==> src/rtl/sync_fifo_param.sv <==
// Single-clock parametrised FIFO: count-based full/empty, almost flags, sticky
// overflow/underflow, and optional first-word-fall-through read port.
module sync_fifo_param #(
  parameter int DATA_BITS = 8,
  parameter int NUM_BITS  = 4,
  parameter int AF_LEVEL  = 14,
  parameter int AE_LEVEL  = 2,
  parameter int FWFT      = 0
) (
  input  logic                 clk,
  input  logic                 rst,
  input  logic                 w_en,
  input  logic [DATA_BITS-1:0] Data_in,
  input  logic                 rd_en,
  input  logic                 clr_err,
  output logic [DATA_BITS-1:0] Data_out,
  output logic                 full,
  output logic                 empty,
  output logic                 almost_full,
  output logic                 almost_empty,
  output logic [NUM_BITS:0]    count,
  output logic                 overflow,
  output logic                 underflow
);

  localparam int DEPTH = 1 << NUM_BITS;
  localparam int CW    = NUM_BITS + 1;
  localparam logic [CW-1:0] DEPTH_C = CW'(DEPTH);
  localparam logic [CW-1:0] AF_C    = CW'(AF_LEVEL);
  localparam logic [CW-1:0] AE_C    = CW'(AE_LEVEL);
  localparam logic [CW-1:0] ONE_C   = CW'(1);

  logic [DATA_BITS-1:0] mem [DEPTH];
  logic [NUM_BITS-1:0]  wr_ptr, rd_ptr;
  logic [CW-1:0]        count_nxt;
  logic                 wr_acc, rd_acc;

  // Accepts look only at pre-edge flags: a read never frees room for a
  // same-cycle write when full, and a write never feeds a read when empty.
  assign wr_acc = w_en && !full;
  assign rd_acc = rd_en && !empty;

  always_comb begin
    count_nxt = count;
    case ({wr_acc, rd_acc})
      2'b10:   count_nxt = count + ONE_C;
      2'b01:   count_nxt = count - ONE_C;
      default: count_nxt = count;
    endcase
  end

  always_ff @(posedge clk or posedge rst) begin
    if (rst) begin
      wr_ptr       <= '0;
      rd_ptr       <= '0;
      count        <= '0;
      full         <= 1'b0;
      empty        <= 1'b1;
      almost_full  <= 1'b0;
      almost_empty <= 1'b1;
      overflow     <= 1'b0;
      underflow    <= 1'b0;
    end else begin
      if (wr_acc) wr_ptr <= wr_ptr + NUM_BITS'(1);
      if (rd_acc) rd_ptr <= rd_ptr + NUM_BITS'(1);
      count        <= count_nxt;
      full         <= (count_nxt == DEPTH_C);
      empty        <= (count_nxt == '0);
      almost_full  <= (count_nxt >= AF_C);
      almost_empty <= (count_nxt <= AE_C);
      // set beats clear when both land on the same edge
      overflow     <= (w_en && full)   || (overflow  && !clr_err);
      underflow    <= (rd_en && empty) || (underflow && !clr_err);
    end
  end

  // Storage is intentionally unreset.
  always_ff @(posedge clk) begin
    if (wr_acc) mem[wr_ptr] <= Data_in;
  end

  generate
    if (FWFT != 0) begin : g_fwft
      logic [NUM_BITS-1:0] rd_ptr_inc;
      assign rd_ptr_inc = rd_ptr + NUM_BITS'(1);

      // Data_out always shows the head word; a pop pre-loads the next one.
      always_ff @(posedge clk or posedge rst) begin
        if (rst) begin
          Data_out <= '0;
        end else if (wr_acc && empty) begin
          Data_out <= Data_in;
        end else if (rd_acc) begin
          if (count != ONE_C)
            Data_out <= (wr_acc && (wr_ptr == rd_ptr_inc)) ? Data_in : mem[rd_ptr_inc];
          else if (wr_acc)
            Data_out <= Data_in;
        end
      end
    end else begin : g_std
      always_ff @(posedge clk or posedge rst) begin
        if (rst)         Data_out <= '0;
        else if (rd_acc) Data_out <= mem[rd_ptr];
      end
    end
  endgenerate

endmodule

==> config.mk <==
export PLATFORM = sky130hd
export DESIGN_NAME = sync_fifo_param
export DESIGN_NICKNAME = d
export VERILOG_FILES = /design/src/rtl/sync_fifo_param.sv
export SDC_FILE = /design/constraint.sdc
export NUM_CORES = 1
export LEC_CHECK = 0
export BUFFER_PORTS_ARGS = -buffer_cell sky130_fd_sc_hd__buf_2
export CORE_MARGIN = 3
export CORE_UTILIZATION = 30
export CTS_CLUSTER_DIAMETER = 60
export DETAILED_ROUTE_END_ITERATION = 8
export SYNTH_ARGS = -nofsm -noshare
export SYNTH_HDL_FRONTEND = slang
export SYNTH_SLANG_ARGS = --single-unit
==> constraint.sdc <==
create_clock -name clk -period 3 [get_ports clk]
set_input_delay 0.3 -clock clk [delete_from_list [all_inputs] [get_ports clk]]
set_output_delay 0.3 -clock clk [all_outputs]
set_load 0.01 [all_outputs]
After elaboration in Yosys (flattened, before gate mapping)
Memory sizes are Yosys's and may differ from the RTL's. A register that Yosys moved wholly into a read port is not among the register bits.
Index checks and enable logic that the tools add are counted.
{"block": "op_classes", "n_addsub": 4, "n_mul": 0, "n_div": 0, "n_lt_le_gt_ge": 2, "eq_ne": 3, "shifts": 0, "mux": 3, "bitwise_logic": 0, "reduce_logical": 12}
{"op": "one-hot mux 5 bit (2 select lines)", "n": 1}
{"op": "adder 4 x 1 -> 4 bit (second input constant)", "n": 2}
{"op": "logical AND 1 bit", "n": 6}
{"op": "adder 5 x 1 -> 5 bit (second input constant)", "n": 1}
{"op": "equality test 5 bit (second input constant)", "n": 1}
{"op": ">= comparator 5 x 4 -> 1 bit (second input constant)", "n": 1}
{"op": "less-or-equal comparator 5 x 2 -> 1 bit (second input constant)", "n": 1}
{"op": "zero test 5 bit", "n": 1}
{"op": "subtractor 5 x 1 -> 5 bit (second input constant)", "n": 1}
{"op": "zero test 1 bit", "n": 3}
{"op": "equality test 2 x 1 -> 1 bit (second input constant)", "n": 1}
{"op": "equality test 2 bit (second input constant)", "n": 1}
{"op": "logical OR 1 bit", "n": 2}
{"op": "2-to-1 mux 1 bit", "n": 2}
{"block": "word_totals", "reg_bits": 19, "latch_bits": 0, "ram_bits": 128, "rom_bits": 0, "input_bits": 13, "out_inout_bits": 19, "mem_count": 1}
{"memory": "mem", "depth": 16, "width": 8, "rd": 1, "rd_ports_with_merged_regs": 1, "wr": 1, "line": "33", "rtl": "logic [DATA_BITS-1:0] mem [DEPTH];"}

Depth between registers and ports, before layout
{"block": "logic_depth", "ltp_word": 5, "ltp_mapped": 11, "mapped_depth_nobuf": 10}

Least setup slack after synthesis
No wires, ideal clock.
{"block": "synth_path", "kind": "flip-flop to flip-flop", "startpoint": "register full", "endpoint": "register almost_empty", "setup_ns": 0.121, "arrival_ns": 2.390, "slack_ns": 0.489, "stages_incl_launch_ff": 12, "path_buffers": 1, "synth_period_minus_slack_ns": 2.511, "path_cell_list": "dfrtp_1 > nor2b_1 > clkbuf_1 > inv_1 > ha_1 > xor2_1 > ha_1 > a21oi_1 > nor4b_1 > a21oi_1 > xnor2_1 > a2111oi_0"}
{"block": "synth_via", "elab_chain_cells": 5}
{"element": "start: declaration", "line": "17", "rtl": "output logic full,"}
{"element": "start signal: assignment", "line": "67", "rtl": "full <= (count_nxt == DEPTH_C);"}
{"element": "zero test 1 bit (*)", "line": "40", "rtl": "assign wr_acc = w_en && !full;"}
{"element": "logical AND 1 bit (*)", "line": "40"}
{"element": "equality test 2 x 1 -> 1 bit or equality test 2 bit (tied branches)", "line": "45", "rtl": "case ({wr_acc, rd_acc})"}
{"element": "one-hot mux 5 bit (2 select lines) (*)", "line": "45"}
{"element": "named net count_nxt[4]", "line": "35", "rtl": "logic [CW-1:0] count_nxt;"}
{"element": "less-or-equal comparator 5 x 2 -> 1 bit (*)", "line": "70", "rtl": "almost_empty <= (count_nxt <= AE_C);"}
{"element": "end signal: assignment", "line": "70"}
{"element": "end: declaration", "line": "20", "rtl": "output logic almost_empty,"}
The timed path passes the listed nets; every way through them passes the cells marked *.
A chain may end at the register's enable or synchronous reset.

Worst setup path after layout
{"block": "layout_path", "startpoint": "register empty", "endpoint": "register almost_empty"}
{"block": "layout_via", "elab_chain_cells": 5}
{"element": "start: declaration", "line": "18", "rtl": "output logic empty,"}
{"element": "start signal: assignment", "line": "68", "rtl": "empty <= (count_nxt == '0);"}
{"element": "zero test 1 bit (*)", "line": "41", "rtl": "assign rd_acc = rd_en && !empty;"}
{"element": "logical AND 1 bit (*)", "line": "41"}
{"element": "equality test 2 x 1 -> 1 bit or equality test 2 bit (tied branches)", "line": "45"}
{"element": "one-hot mux 5 bit (2 select lines) (*)", "line": "45"}
{"element": "named net count_nxt[4]", "line": "35"}
{"element": "less-or-equal comparator 5 x 2 -> 1 bit (*)", "line": "70"}
Marks and branches as above.

==> out/results.ini <==
[timing]
setup_viol=0
hold_viol=0
fin_crit_ns=2.65
grt_setup_unrepaired=no
layout_setup_ws_ns=0.347
slew_viol_final=0
slew_headroom_pct=41.5
tightest_slew_ns=0.877
holdWs_ns=0.0100
skew_ns=0.0101
max_freq_ghz=0.377
fin_crit_sh_pct=88.4
setup_tns_ns=0

[routing]
post_drt_wl_per_cell_um=18.0
antenna_left=0
drt_wl_total_mm=12.3
dr_total_vias=3315
drt-pass1-iter-count=5
drt_iter0_markers=181
drc=0
viasPerCell=4.85

[die]
die_w_um=152
rows=52
die_area_mm2=0.0230
core_mm2=0.0206
dieHeight_um=152
design.portCount=32
start_util_pct=30.9

[worst_setup_path]
end_kind=flop
critPathMaxFanout=7
worstPathRequired_ns=3.30
start_kind=flop
path_delay_family=compound AO/OA/AOI/OAI gates
crit_arrival_ns=2.95
crit_slowest_cell=dfstp_2
worst-path-buf-inv=1
worst_path_largest_cell_delay_ns=0.53
path_class=reg -> reg
path_cells=nand2b_1, inv_1, ha_1, xor2_1, ha_1, a21oi_1, nor4b_1, a21oi_1, xnor2_1, a2111oi_0

[global_routing]
grt_pass1_vias=3371
antenna_found_initial=3
grt_usage_pct=11.3
grt_pass1_wl_mm=19.3
grt-ovfl-total=0
grt_max_degree=31

[synth]
synth_edf_count=128
seq_area_frac_synth_pct=71.1
synthDistinctLibCells=45
yosys.area.top_type_share_pct=60.4
ys_top_cells_by_count=128 x edfxtp_1, 25 x dfrtp_1, 18 x nor2b_1, 17 x and2_1, 16 x mux2i_1
synth_warnings=0
yosysMostFrequentCell=edfxtp_1
ys.flop_type=edfxtp_1
synth.cell_area_mm2=0.00636
postSynthAreaPerCell_um2=17.4
ys_async_sr_fraction_pct=17.4
ys_top_cells_by_area=edfxtp_1 60%, dfrtp_1 9.8%, mux4_1 3.3%
syn-num-nets=386
netlist_instances=365
yosysTopAreaCell=edfxtp_1
synth-seq-cells=155

[placed_design]
gp_congestion=0.755
pre_cts_slack_ns=0.348
place_hpwl_mm=8.16
io_buffers=31

[worst_hold_path]
hold_class=in -> async

[clocking]
cts_tree=done
cts.htree.levels=4
cts_buffers=17
cts_setup_buffers=0
cts-resized-gates=0
path_clk_slew_ns=0.06
worstSkewPairLatency_ns=0.41
clk_path_buf_depth=2
cts_hold_buf=0
clock_sinks=155
root_buffer=clkbuf_16

[finish]
multiInputGateArea_mm2=0.00170
drive_gt1_share_pct=21.5
num-fill-cells=1949
antenna_cells=0
final_nets=422
seq_area_mm2=0.00452
area_growth_pct=16.6

[power]
p_per_area_mw_per_mm2=967
p_leak_uw=0.00258
vdd_ir_drop_max_v=0.000552

[flow_run]
drv_cap=0

[run_status]
outcome=finished clean

-- worst paths after layout --
check,startpoint,endpoint,slack [ns],depth (start not counted)
max,empty,almost_empty,0.35,10
min,rst,underflow,0.01,2
max reg2reg,empty,almost_empty,0.35,10
min reg2reg,Data_out[0],Data_out[0],0.51,1
max in group asynchronous,rst,Data_out[7],2.32,3
min in group clk,clr_err,overflow,0.08,2
-- registers in the layout (all words and copies together) (netlist names) --
| name | count |
|---|---|
| count | 5 |
| mem | 128 |
| underflow | 1 |
| almost_full | 1 |
| full | 1 |
| empty | 1 |
| almost_empty | 1 |
| wr_ptr | 4 |
| Data_out | 8 |
| overflow | 1 |
| rd_ptr | 4 |
-- placed cells by master, fill, tap and decap left out, types with 6 or more instances in the layout --
cell | netlist | final
a2111oi_0 | 9 | 9
a211oi_1 | 8 | 8
a221o_1 | 8 | 8
a22o_1 | 8 | 8
and2_1 | 17 | 17
buf_2 | 6 | 31
buf_4 | 1 | 6
clkbuf_16 | 0 | 17
dfrtp_1 | 25 | 24
edfxtp_1 | 128 | 128
ha_1 | 8 | 8
inv_1 | 7 | 7
mux2_2 | 9 | 9
mux2i_1 | 16 | 16
mux4_1 | 8 | 8
mux4_2 | 8 | 8
nand2_1 | 11 | 11
nor2b_1 | 18 | 18
nor4_1 | 8 | 8
xnor2_1 | 10 | 10
-- layout make-up --
type | instances | area share (%)
Multi-Input combinational cell | 183 | 23.0
Clock inverter | 12 | 2.51
Timing Repair Buffer | 37 | 2.70
Clock buffer | 20 | 5.89
Inverter | 7 | 0.354
Sequential cell | 155 | 61.0
Tap cell | 270 | 4.56
-- logic make-up after synthesis --
kind of cell / after synthesis / share of synthesized area (%)
and+or+nand+nor: 75 / 7.08
DFF: 155 / 71.1
adders and majority gates: 8 / 1.57
muxes: 41 / 10.2
buffers and inverters: 27 / 2.12
AOI/OAI and AO/OA: 47 / 6.12
xor gates and xnor gates: 12 / 1.77
-- worst register-to-register path, stage by stage, from the launching register on --
cell	delay, ns
dfstp_2	0.53
nand2b_1	0.12
inv_1	0.10
ha_1	0.29
xor2_1	0.20
ha_1	0.22
a21oi_1	0.09
nor4b_1	0.29
a21oi_1	0.10
xnor2_1	0.20
a2111oi_0	0.40
-- layer usage --
metal	part of all wire, %	track usage, %	vias to the layer above
met5	0.28	0	-
met4	1.5	3.77	6
met3	5.9	2.83	18
met2	51	19.6	83
met1	41	13.8	1685
li1	-	-	1523
-- where the power goes --
part	leakage [µW]	internal, µW	switching, µW
registers	0.00148	2690	309
logic	0.000797	889	1040
clock network	0.000304	1400	832
total	0.00258	4990	2180
-- metrics by stage --
stage / total power, µW / std cells / instance area (µm²) / util (%)
4_1_cts: 7240 / 684 / 7410 / 36.1
6_report: 7170 / 684 / 7410 / 36.1
5_1_grt: 7550 / 684 / 7410 / 36.1
3_3_place_gp: 4930 / 652 / 6790 / 33.0
3_5_place_dp: 5010 / 652 / 6790 / 33.0
2_1_floorplan: 4430 / 365 / 6360 / -
Note: power is estimated with default switching activity, not from simulation.
